$ cat src/rtl/regfile_scoreboard.sv
// Integer register file with NREAD registered read ports, write-first bypass and a busy scoreboard.
// Read latency 1 cycle, no backpressure: every port accepts an address every cycle.
module regfile_scoreboard #(
  parameter  int XLEN  = 32,
  parameter  int NREGS = 32,
  parameter  int NREAD = 2,
  localparam int AW    = $clog2(NREGS)
) (
  input  logic                  clk,
  input  logic                  rst_n,
  input  logic                  wr_en,
  input  logic [AW-1:0]         wr_addr,
  input  logic [XLEN-1:0]       wr_data,
  input  logic                  issue_en,
  input  logic [AW-1:0]         issue_rd,
  input  logic                  flush,
  input  logic [NREAD*AW-1:0]   rs_addr,
  output logic [NREAD*XLEN-1:0] rs_data,
  output logic [NREAD-1:0]      rs_busy,
  output logic                  any_busy
);

  logic [XLEN-1:0]  regs [NREGS];
  logic [NREGS-1:0] busy;
  logic [NREGS-1:0] busy_nxt;
  logic             wr_ok;
  logic             issue_ok;

  logic [AW-1:0]    ra      [NREAD];
  logic [XLEN-1:0]  rd_nxt  [NREAD];
  logic [NREAD-1:0] rb_nxt;

  assign wr_ok    = wr_en && (wr_addr != '0);
  assign issue_ok = issue_en && (issue_rd != '0);

  // Order matters: writeback clears, a same-edge issue re-sets, flush overrides both.
  always_comb begin
    busy_nxt = busy;
    if (wr_ok) begin
      busy_nxt[wr_addr] = 1'b0;
    end
    if (issue_ok) begin
      busy_nxt[issue_rd] = 1'b1;
    end
    if (flush) begin
      busy_nxt = '0;
    end
    busy_nxt[0] = 1'b0;
  end

  for (genvar i = 0; i < NREAD; i++) begin : g_ra
    assign ra[i] = rs_addr[i*AW +: AW];
  end

  // Ports sample the state as it will be after this edge, so writes bypass straight through.
  always_comb begin
    rb_nxt = '0;
    for (int p = 0; p < NREAD; p++) begin
      rd_nxt[p] = '0;
      if (ra[p] != '0) begin
        if (wr_ok && (wr_addr == ra[p])) begin
          rd_nxt[p] = wr_data;
        end else begin
          rd_nxt[p] = regs[ra[p]];
        end
      end
      rb_nxt[p] = busy_nxt[ra[p]];
    end
  end

  always_ff @(posedge clk or negedge rst_n) begin
    if (!rst_n) begin
      for (int r = 0; r < NREGS; r++) begin
        regs[r] <= '0;
      end
    end else if (wr_ok) begin
      regs[wr_addr] <= wr_data;
    end
  end

  always_ff @(posedge clk or negedge rst_n) begin
    if (!rst_n) begin
      busy     <= '0;
      rs_data  <= '0;
      rs_busy  <= '0;
      any_busy <= 1'b0;
    end else begin
      busy     <= busy_nxt;
      rs_busy  <= rb_nxt;
      any_busy <= |busy_nxt;
      for (int p = 0; p < NREAD; p++) begin
        rs_data[p*XLEN +: XLEN] <= rd_nxt[p];
      end
    end
  end

endmodule

$ cat config.mk
export PLATFORM = sky130hd
export DESIGN_NAME = regfile_scoreboard
export DESIGN_NICKNAME = d
export VERILOG_FILES = /design/src/rtl/regfile_scoreboard.sv
export SDC_FILE = /design/constraint.sdc
export NUM_CORES = 2
export LEC_CHECK = 0
export ABC_CLOCK_PERIOD_IN_PS = 3000
export CAP_MARGIN = 0
export CORE_AREA = 4 4 365 259
export DETAILED_ROUTE_END_ITERATION = 12
export DIE_AREA = 0 0 369 263
export PLACE_DENSITY = 0.82
export SLEW_MARGIN = 25
export SYNTH_ARGS = -nofsm -noshare
export SYNTH_HDL_FRONTEND = slang
export SYNTH_SLANG_ARGS = --single-unit
$ cat constraint.sdc
create_clock -name clk -period 3 [get_ports clk]
set_input_delay 0.6 -clock clk [delete_from_list [all_inputs] [get_ports clk]]
set_output_delay 0.6 -clock clk [all_outputs]
set_load 0.03 [all_outputs]
# Word-level counts from Yosys, hierarchy flattened
# Cells that the tools add are included.
# totals
register_bits	1122
in_bits	57
out_inout_bits	67
elab_cells	90
# classes
n_lt_le_gt_ge	10
n_eq_ne	2
muxes	24
bitwise_logic	6
n_reduce_logical	12
# op_table
op	n
$bwmux 1024	1
$mux 32	12
$bmux 32 s5	2
$demux 32 s5	1
$and 32x32->32	1
$not 32->32	1
$or 32x32->32	1
$reduce_or 31->1	1
$lt 5x6->1 const B	4
$reduce_bool 5->1	4
$ge 6x6->1 const B	3
$not 5->6	3
$bmux 1 s5	2
$demux 1 s5	2
$eq 5x5->1	2
$ge 5x1->1 const B	2
$logic_and 1x1->1	7
$lt 6x1->1 const B	1
$mux 1	4

# Depth between registers and ports, before layout
# logic_depth
depth_word	12
ltp_mapped	10
mapped_depth_nobuf	8

# Worst setup path before layout
# Ideal clock, no wire load.
# synth_path
path_kind	input -> register
startpoint	input rs_addr[5]
endpoint	register rs_data[32]
setup_ns	0.142
arrival_time_ns	2.337
t_required_ns	2.858
setup_slack_ns	0.521
stages	7
path_buffers	3
cell_sequence	buf_2 -> buf_6 -> buf_2 -> mux4_2 -> mux4_2 -> mux2i_1 -> a211oi_1
# synth_rtl
item	line_no	text
from (decl)	17	input logic [NREAD*AW-1:0] rs_addr,
to (signal, indexed assignment)	92	rs_data[p*XLEN +: XLEN] <= rd_nxt[p];
to (decl)	18	output logic [NREAD*XLEN-1:0] rs_data,

# Worst setup path after layout
# layout_path
startpoint	register rs_data[43]
endpoint	output rs_data[43]
# No word-level cell between the ends.

==> impl_metrics.toml <==
[run_status]
status = "complete, no violations"

[timing]
tightestPinTransition_ns = 0.955
clock_skew_ns = 0.0256
report.final.slew_viol_count = 0
timing.final.crit_share_pct = 83.3
slew_headroom_pct = 36.3
timing.final.ws_setup_ns = 0.501
timing.fmax_mhz = 400
period_needed_ns = 2.50
final_hold_viol_count = 0
rsz0062_at_grt = "no"
setup_violations = 0

[layout]
syn2layout_area_growth_pct = 14.8
drive_above_1_share_pct = 53.2
utilization_pct = 73.9
final_nets = 3984
n_antenna_cell = 0
stdcell_count = 5245

[pwr]
power_w = 0.0443
power_leakage_nw = 29.1
pwr_density_cell_nw_per_um2 = 657
p_switching_w = 0.0121
internal-power_w = 0.0322
vdd_drop_max_v = 0.000488
swShare_pct = 27.4
seqPwrFrac_pct = 45.6
p_comb_share_pct = 22.1
pwr-share-clk_pct = 32.3

[critical_path]
rrSetupSlack_ns = 0.94
timing.rr.end = "rs_data[63]"
cp.depth = 1
cp_top_family = "buffers and inverters"
worstSetupPathType = "reg2out"
crit_arrival_ns = 1.90
crit_buf_inv = 1
r2r_start = "regs[63]"
cp-start-kind = "flip-flop"
crit_fanout = 1
crit_start = "rs_data[43]"
path_cells = "clkdlybuf4s50_1"
r2r_cells = 5
cp-end-kind = "output port"
crit_path_max_incr_delay_ns = 0.71
crit_slowest_cell = "clkdlybuf4s50_1"
endpoint = "rs_data[43]"
worstPathRequired_ns = 2.40

[clocking]
cts-root-buf = "clkbuf_16"
post_cts_buffers = 0
clkSlewWorstSetupHoldPaths_ns = 0.06
cts.sinks = 1122
cts-resized-gates = 0
cts_tree = "built"
clk_latency_ns = 0.72
htreeDepth = 3
hold_buffers = 1
cts.path.max_buffers = 3
cts-buffers-inserted = 105

[logic_synthesis]
ys_async_sr_fraction_pct = 100
synthesis.nets = 3857
synth-edff-count = 0
synth_cells = 3800
synth_top_area_share_pct = 47.8
seq_area_frac_synth_pct = 47.8
yosys-top-cells-area = "dfrtp_1, mux4_2, mux2_2"
synth.avg_cell_area_um2 = 15.4
synth.largest_area_cell = "dfrtp_1"
synthesis.area_um2 = 58700
ys.warnings.count = 0
ys_seq_elements = 1122
synth_ff_type = "dfrtp_1"
yosysMostFrequentCell = "dfrtp_1"
synth_cell_types = 68
synth_commonest_cells = "dfrtp_1, mux2_2, mux4_2"

[floorplan]
rows = 93
ioPinCount = 124
core-area_um2 = 91200
die-area_um2 = 97000
initial_utilization_pct = 64.4
die_w_um = 369
die_h_um = 263

[grt]
grt_max_degree = 81
grt_pass1_wl_mm = 259
grt_pass1_vias = 39700
antenna_found_initial = 0
grt_usage_pct = 36.0
grt_overflow_total = 0

[drt]
detail-route-antenna-nets = 0
routed_wl_mm = 172
first_pass_iters = 6
wire_per_inst_um = 32.7
vias = 38000
drt_iter0_markers = 4692
via_per_inst = 7.24
drc = 0

[flow_run]
maxCapViolCount = 0

[placed_design]
dp.cells = 5054
dp_slack_ns = -0.0541
dp_hpwl_mm = 103
port_buffers = 123
gp_congestion = 0.976

[min_path]
hold_path_class = "reg2reg"
[per-layer routing]
metal | vias up | share of wire [%] | global-route usage (%) | routed length, um
li1 | 14900 | - | - | -
met1 | 20200 | 39 | 51.2 | 66400
met2 | 2371 | 46 | 54.6 | 79800
met4 | 0 | 4.6 | 14.5 | 7820
met3 | 492 | 10 | 8.78 | 17700
met5 | - | 0 | 0 | 0
[power groups by stage]
stage,registers [W],logic (W),clock network [W]
finish,0.0202,0.00980,0.0143
floorplan,0.0200,0.00660,0
detailed placement,0.0203,0.00973,0
CTS,0.0201,0.00981,0.0144
global placement,0.0200,0.00943,0
global route,0.0205,0.0104,0.0151
[worst min-delay path by stage]
stage | startpoint | to | slack, ns | cells past startpoint
CTS | rs_addr[3] | rs_busy[0] | 0.39 | 4
finish | regs[992] | regs[992] | 0.40 | 0
floorplan | rst_n | any_busy | 0.30 | 0
global route | regs[1013] | regs[1013] | 0.40 | 0
detailed placement | regs[1016] | regs[1016] | 0.38 | 0
global placement | regs[1019] | regs[1019] | 0.38 | 0
[cells by family after synthesis]
kind of cell / synth area share, %
mux: 43.6
xor+xnor: 0.179
flops: 47.8
compound gates: 2.05
simple gates: 3.19
buf+inv: 3.18
[cell type report]
cell class	instances	area, um^2
flip-flops and latches	1122	28100
fillers	5465	23800
clock inverters	41	576
repair buffers	453	5100
multi-input cells	2238	29000
inverters	7	31.3
well taps	1235	1550
clock buffers	149	3100
[stage by stage]
step                      instance area (um^2)  hold WS, ns  setup TNS [ns]
after detailed placement                 63700        0.384         -0.0813
final                                    67400        0.397               0
after global placement                   63700        0.376         -0.0270
after floorplan                          58700        0.304               0
after CTS                                67400        0.390               0
after global routing                     67400        0.405               0
[registers in the layout, summed over array words and instances, names as in the netlist]
register / flops
any_busy: 1
busy: 31
rs_busy: 2
regs: 1024
rs_data: 64
[cell usage in the layout (no fill, tap or decap), types with 6 or more instances in the layout]
| master | Yosys | layout |
|---|---|---|
| mux4_2 | 640 | 640 |
| o21ai_0 | 21 | 21 |
| clkbuf_1 | 244 | 17 |
| xnor2_1 | 6 | 6 |
| a32oi_1 | 6 | 6 |
| buf_12 | 0 | 110 |
| a21oi_1 | 23 | 23 |
| nand2_1 | 247 | 238 |
| bufinv_16 | 0 | 12 |
| dfrtp_1 | 1122 | 1122 |
| mux2_2 | 932 | 932 |
| nand2_2 | 0 | 9 |
| clkinv_2 | 0 | 19 |
| a211oi_1 | 66 | 66 |
| nor4_1 | 8 | 8 |
| mux2i_1 | 67 | 67 |
| clkdlybuf4s50_1 | 0 | 113 |
| nor2_4 | 2 | 21 |
| clkbuf_8 | 0 | 24 |
| clkbuf_16 | 0 | 108 |
| buf_4 | 12 | 223 |
| xor2_1 | 6 | 6 |
| o22ai_1 | 9 | 9 |
| nor3_1 | 8 | 8 |
| nor2_1 | 94 | 78 |
Power figures use the tool's default switching activity.
